==> src/rtl/mem_port_arbiter.sv <==
// mem_port_arbiter
//   Two-port round-robin arbiter/sequencer in front of a single-port RAM.
//   Port 0 (scalar core) and port 1 (matrix engine) issue valid/ready
//   requests. The winner's request is latched into the RAM control pins,
//   and the read data or write ack comes back as a 1-cycle pulse on that
//   port only.
// Ports
//   clk, reset                    clock, synchronous active-high reset
//   reqN_valid/rw/addr/wdata      request from port N (rw: 1=read, 0=write)
//   reqN_ready                    request accepted at the edge when valid&ready
//   rspN_valid, rspN_rdata        response pulse; rdata held between reads
//   mem_nEnable, mem_ReadWrite    RAM enable (active low), direction (1=read)
//   mem_addr, mem_wdata, mem_oe   RAM address, write data, bus output enable
//   mem_rdata                     sampled RAM data bus
module mem_port_arbiter #(
  parameter int DATA_W = 256,
  parameter int ADDR_W = 3
) (
  input  logic              clk,
  input  logic              reset,
  input  logic              req0_valid,
  input  logic              req0_rw,
  input  logic [ADDR_W-1:0] req0_addr,
  input  logic [DATA_W-1:0] req0_wdata,
  output logic              req0_ready,
  output logic              rsp0_valid,
  output logic [DATA_W-1:0] rsp0_rdata,
  input  logic              req1_valid,
  input  logic              req1_rw,
  input  logic [ADDR_W-1:0] req1_addr,
  input  logic [DATA_W-1:0] req1_wdata,
  output logic              req1_ready,
  output logic              rsp1_valid,
  output logic [DATA_W-1:0] rsp1_rdata,
  output logic              mem_nEnable,
  output logic              mem_ReadWrite,
  output logic [ADDR_W-1:0] mem_addr,
  output logic [DATA_W-1:0] mem_wdata,
  output logic              mem_oe,
  input  logic [DATA_W-1:0] mem_rdata
);

  typedef enum logic [1:0] {IDLE, ACCESS, CAPTURE} state_t;

  state_t state;
  logic   lastGrant;   // port served most recently; the other wins a tie
  logic   curPort;     // port owning the access in flight
  logic   grant0, grant1;

  // At most one grant can be high: on a tie lastGrant picks exactly one.
  assign grant0 = req0_valid && (!req1_valid || lastGrant);
  assign grant1 = req1_valid && (!req0_valid || !lastGrant);

  assign req0_ready = (state == IDLE) && grant0;
  assign req1_ready = (state == IDLE) && grant1;

  always_ff @(posedge clk) begin
    if (reset) begin
      state         <= IDLE;
      lastGrant     <= 1'b1;
      curPort       <= 1'b0;
      mem_nEnable   <= 1'b1;
      mem_ReadWrite <= 1'b1;
      mem_addr      <= '0;
      mem_wdata     <= '0;
      mem_oe        <= 1'b0;
      rsp0_valid    <= 1'b0;
      rsp1_valid    <= 1'b0;
      rsp0_rdata    <= '0;
      rsp1_rdata    <= '0;
    end else begin
      rsp0_valid <= 1'b0;
      rsp1_valid <= 1'b0;
      case (state)
        IDLE: begin
          if (grant0 || grant1) begin
            curPort       <= grant1;
            lastGrant     <= grant1;
            mem_ReadWrite <= grant1 ? req1_rw    : req0_rw;
            mem_addr      <= grant1 ? req1_addr  : req0_addr;
            mem_wdata     <= grant1 ? req1_wdata : req0_wdata;
            // Bus is driven only for writes; reads leave it to the RAM.
            mem_oe        <= grant1 ? !req1_rw   : !req0_rw;
            mem_nEnable   <= 1'b0;
            state         <= ACCESS;
          end
        end
        ACCESS: begin
          if (mem_ReadWrite) begin
            state <= CAPTURE;
          end else begin
            // Write completed by the RAM at this edge: release the bus and
            // park the direction at read.
            mem_nEnable   <= 1'b1;
            mem_oe        <= 1'b0;
            mem_ReadWrite <= 1'b1;
            rsp0_valid    <= !curPort;
            rsp1_valid    <= curPort;
            state         <= IDLE;
          end
        end
        CAPTURE: begin
          if (curPort) begin
            rsp1_rdata <= mem_rdata;
            rsp1_valid <= 1'b1;
          end else begin
            rsp0_rdata <= mem_rdata;
            rsp0_valid <= 1'b1;
          end
          mem_nEnable <= 1'b1;
          state       <= IDLE;
        end
        default: state <= IDLE;
      endcase
    end
  end

endmodule
==> config.mk <==
export PLATFORM = sky130hd
export DESIGN_NAME = mem_port_arbiter
export DESIGN_NICKNAME = d
export VERILOG_FILES = /design/src/rtl/mem_port_arbiter.sv
export SDC_FILE = /design/constraint.sdc
export NUM_CORES = 2
export LEC_CHECK = 0
export BUFFER_PORTS_ARGS = -buffer_cell sky130_fd_sc_hd__buf_4
export CAP_MARGIN = 20
export CELL_PAD_IN_SITES_DETAIL_PLACEMENT = 1
export CELL_PAD_IN_SITES_GLOBAL_PLACEMENT = 1
export CORE_AREA = 3 3 605 607
export CTS_CLUSTER_SIZE = 24
export DETAILED_ROUTE_END_ITERATION = 10
export DIE_AREA = 0 0 608 610
export PLACE_DENSITY = 0.33
export SYNTH_ARGS = -nofsm -noshare
export SYNTH_HDL_FRONTEND = slang
export SYNTH_SLANG_ARGS = --single-unit
export TNS_END_PERCENT = 30
==> constraint.sdc <==
create_clock -name clk -period 1.7 [get_ports clk]
set_input_delay 0.17 -clock clk [delete_from_list [all_inputs] [get_ports clk]]
set_output_delay 0.17 -clock clk [all_outputs]
set_load 0.01 [all_outputs]
# Word level (Yosys, flattened, before mapping)
# Cells that the tools add are included.
# op_classes
reduce_logical	22
muxes	21
n_bitwise	1
n_eq_ne	4
# op_table
cell	count
$mux W256	1
$mux W1	11
$pmux W1 S2	4
$reduce_and A2 Y1	4
$logic_not A1 Y1	6
$reduce_and A3 Y1	2
$logic_and A1 B1 Y1	4
$mux W2	2
$pmux W2 S2	1
$logic_or A1 B1 Y1	3
$mux W3	1
$pmux W1 S3	1
$reduce_bool A3 Y1	1
$eq A2 B1 Y1 const B	1
$eq A2 B2 Y1 const B	1
$logic_not A2 Y1	1
$ne A2 B1 Y1 const B	1
$ne A2 B2 Y1 const B	1
$reduce_bool A2 Y1	1
$not A1 Y1	1
# totals
reg_bits	780
inputBits	780

# Depth between registers and ports, before layout
# logic_depth
word_depth	6
ltp_mapped	9
ltp_nobuf	6

# Worst setup path before layout
# No wires, ideal clock.
# synth_path
path_type	reg2reg
startpoint	reg state[0]
endpoint	reg mem_wdata[48]
t_required_ps	1563
setup_ps	137
stages_incl_launch_ff	9
arrival_ps	1543
path_slack_ps	20
n_path_buf	4
path_cell_list	dfxtp_1 inv_1 ha_1 buf_2 o21a_1 buf_2 clkbuf_1 buf_1 a211oi_1
# synth_between
elab_chain_cells	2
# synth_lines
element	line_no	source
from (decl)	45	state_t state;
from (signal assigned)	59	state <= IDLE;
from (signal assigned)	85	state <= ACCESS;
from (signal assigned)	90	state <= CAPTURE;
$logic_not A2 Y1	74	case (state)
$reduce_and A2 Y1 (no source line)	--	
to (signal assigned)	81	mem_wdata <= grant1 ? req1_wdata : req0_wdata;
to (decl)	38	output logic [DATA_W-1:0] mem_wdata,
# No other way between the ends.
# A chain may end at the register's enable or synchronous reset.

# Worst setup path in the final report
# layout_path
startpoint	reg lastGrant
endpoint	reg mem_wdata[156]
# layout_between
elab_chain_cells	5
# layout_lines
element	line_no	source
from (decl)	46	logic lastGrant;
from (signal assigned)	78	lastGrant <= grant1;
$logic_not A1 Y1	52	assign grant1 = req1_valid && (!req0_valid || !lastGrant);
$logic_or A1 B1 Y1	52	
$logic_and A1 B1 Y1	52	
$logic_or A1 B1 Y1	76	if (grant0 || grant1) begin
$reduce_and A2 Y1 (no source line)	--	
# Several ways; a longest one is shown, not always the timed one.

==> summary.txt <==
Synthesis
  – Synth top area cells: dfxtp_1 54%, nand2_1 13%, a21oi_1 8.9%, mux2i_1 8.9%, a211oi_1 6.7%
  – Cells after Synth: around 3.4k
  – Largest family of logic cells by synthesized area: simple AND/OR/NAND/NOR gates
  – Synth Area in Simple Gates: 16.96%
  – Number of synthesized register bits: 780
  – Syn_area_per_cell: approximately 8.5 µm²
  – Register area share after synthesis: between 50% and 60%
  – Post-synthesis cell type with the largest combined area: dfxtp_1
  – Net count after synthesis: between 4k and 5k
  – Post-synthesis compound-gate area fraction: around 16%
  – Post-synth cell types: 28
  – Post-synthesis xor/xnor area fraction: 0%
  – Adder-cell share of the synthesized area: 0.1717%
  – Top-area cell type share of the netlist area: 53.58%
  – YS warnings: 0
  – Post-synthesis cell area: roughly 30000 µm²
  – Mux share of post-synthesis cell area: between 8 and 9%

Detailed routing
  – First-iteration detailed-routing DRC count: between 1.5k and 2k
  – DRT Pass-1 Iters: 5
  – Via density: ~3.3
  – Vias: between 30k and 40k
  – WL/cell: around 25 µm
  – Post-DRT Antenna Nets: 0
  – Drt drc: 0
  – Overall routed net length: between 200 and 300 mm

Clocking
  – CTS tree: built
  – Worst-Skew Late Latency: about 0.84 ns
  – CTS buffer count: ~110
  – Sinks on Clock Net: a little under 800
  – Clk Tree Root Cell: clkbuf_16
  – Clock transition at path regs: 0.06 ns
  – H-tree Lvls: 3
  – Max Buffers Root-to-Sink: 4

Placed design
  – Gpl congestion: 0.8944
  – Pre-CTS WS: -0.6182 ns
  – Port Buffers: approximately 1.6k
  – Dpl hpwl: approximately 210 mm

Die
  – Total Die Area: 370900 µm²
  – Die Y: between 600 and 700 µm
  – Die width: a little over 600 µm
  – Core ar.: 361700 µm²
  – # rows: about 220
  – Initial Util: under 10%
  – I/O pin cnt: between 1.5k and 2k

STA
  – Final setup violation count: around 490
  – RSZ-0062 raised after global routing: true
  – Max_slew headroom: between 50 and 60%
  – Slew @ Worst Pin: about 0.67 ns
  – Layout Skew: 0.07495 ns
  – Period utilisation layout: 118.0%
  – Final worst setup slack: -0.3060 ns
  – Fin Hold WS: 0.1313 ns
  – Fin. Hold Viols: 0
  – Max Slew Vio Count: 0
  – Fmax achieved: approximately 500 MHz
  – Final worst path period need: roughly 2 ns

Global route
  – Total track usage: about 14%
  – Pin count of the biggest net entering global routing: about 110
  – Grt ovf: 0
  – Vias in the first global route: approximately 38k
  – Global-route wire length before repair: between 300 and 400 mm
  – Initial antenna violation count: 49

Min path
  – Worst Hold Depth: 4
  – Hold Crit Class: primary input to register
  – Worst hold endpoint: rsp0_rdata[146]
  – Hold Path Origin: mem_rdata[146]

Setup path
  – Crit end category: register
  – R2r endpoint: mem_wdata[156]
  – Reg2Reg Depth: 10
  – CP max FO: 6
  – CP Launch Type: register
  – Arr. time, crit path: about 2.7 ns
  – CP Data Required Time: 2.37 ns
  – Reg2Reg Setup Slack: -0.31 ns
  – Setup CP Type: register to register
  – Critical path startpoint: lastGrant
  – Reg2Reg Launch Point: lastGrant

Power and ir drop
  – Tot Pwr: 60.23 mW
  – Power Density: around 900 nW/µm²
  – Int Pwr: ~42 mW
  – VDD IR-drop max: roughly 0.0008 V
  – Clock network power share: roughly 40%
  – Pleak: about 27 nW
  – Seq pwr share: between 30% and 40%
  – Switch share: about 31%
  – Comb power frac: around a quarter
  – Psw: ~18 mW

Layout
  – Layout cells sized above 1: between 40% and 50%
  – Storage cell area: around 16000 µm²
  – Multi-input gate area: around 15000 µm²
  – Final Util: 18.69%
  – Final #Nets: 6841
  – Fillers: between 40k and 50k
  – Area Overhead vs Synth: 131.9%

Outcome
  – Failing checks: negative setup slack
  – Status: finished with violations

Job
  – Max Cap Violations: 0
[layer usage]
layer | up-vias | track usage [%] | wire [µm]
met5 | - | 0 | 25
met4 | 6 | 3.052 | 7125
met3 | 316 | 3.854 | 17320
met2 | 1101 | 26.96 | 153000
met1 | 17965 | 14.40 | 102000
li1 | 16860 | - | -
[kinds of logic after synthesis]
kind of cell / count (synthesis)
muxes: 259
buffers and inverters: 293
DFF: 780
and+or+nand+nor: 1306
AOI/OAI and AO/OA: 786
adders and majority gates: 4
[layout by cell type (no fill, tap or decap), drive strengths merged, types with 2 or more instances in the layout]
cell type       n
and2            2
nor3b           2
a211oi        259
mux2i         259
bufinv          5
a21oi         518
diode          30
clkinv         17
clkinvlp        5
clkbuf        212
ha              4
nor2          266
dlygate4sd3   779
dfxtp         780
bufbuf          3
nand2        1027
nor2b           4
inv             6
o21ai           3
buf          1980
[flip-flops by register name, summed over array words and instances (netlist names)]
register	cells
curPort	1
lastGrant	1
mem_ReadWrite	1
mem_addr	3
mem_nEnable	1
mem_oe	1
mem_wdata	256
rsp0_rdata	256
rsp0_valid	1
rsp1_rdata	256
rsp1_valid	1
state	2
[repair_timing]
action,in CTS,in global routing
hold buffers,779,0
resized for setup,565,383
pin swaps,91,91
gates cloned,50,55
endpoints found under the hold margin,779,0
setup endpoints to repair,488,785
setup buffers,116,43
[worst max path at each step]
stage                           endpoint  slack [ns]  cells after the start
after detailed placement  mem_wdata[162]       -0.62                      6
final                     mem_wdata[156]       -0.31                     10
after CTS                     req1_ready       -0.41                      5
after global placement    mem_wdata[162]       -0.57                      6
after global routing          req1_ready       -0.36                      5
after floorplan            mem_wdata[48]        0.02                      8
[power groups by stage]
stage          combinational [mW]  sequential, mW  clock, mW
3_3_place_gp                 10.0            20.5          0
6_report                     15.8            20.2       24.2
5_1_grt                      16.8            20.4       26.0
2_1_floorplan                2.99            20.9          0
3_5_place_dp                 10.1            20.5          0
4_1_cts                      15.1            20.2       25.4
[synthesized netlist by cell type]
cell type / n
o21a_1: 1
o21ai_0: 3
clkbuf_1: 191
buf_1: 23
and2_1: 2
or4b_1: 1
nor2b_1: 4
a211o_1: 1
mux2i_1: 259
nand2_1: 1027
nand2b_1: 1
dfxtp_1: 780
or3b_2: 1
or2_2: 1
buf_2: 46
a21oi_1: 518
buf_6: 20
a31oi_1: 1
a2bb2oi_1: 1
inv_1: 4
a21o_1: 1
nor2_1: 266
a21boi_2: 1
a211oi_1: 259
nor3b_1: 2
buf_4: 9
ha_1: 4
and3_1: 1
[area by class of cell]
type	count	share of cell area [%]
well taps	4794	8.875
clock buffers	170	4.943
inverters	4	0.02222
flip-flops and latches	780	23.14
clock inverters	29	0.5221
repair buffers	2804	39.92
multi-input cells	2355	22.47
diodes	30	0.1111
[stage by stage]
step / instance area, µm² / std cells / setup TNS [ns]
finish: 67580 / 10966 / -43.28
global placement: 48200 / 9749 / -43.08
CTS: 64680 / 10864 / -70.63
detailed placement: 48200 / 9749 / -39.01
floorplan: 29140 / 3428 / 0
global route: 67560 / 10956 / -100.72
[critical path: stages (launching register included)]
cell,delay [ns]
dfxtp_2,0.34
a21boi_4,0.16
buf_4,0.15
buf_12,0.12
buf_16,0.14
buf_12,0.13
buf_8,0.12
buf_12,0.14
buf_4,0.13
mux2i_4,0.29
a211oi_2,0.10
Note: power is estimated with default switching activity, not from simulation.
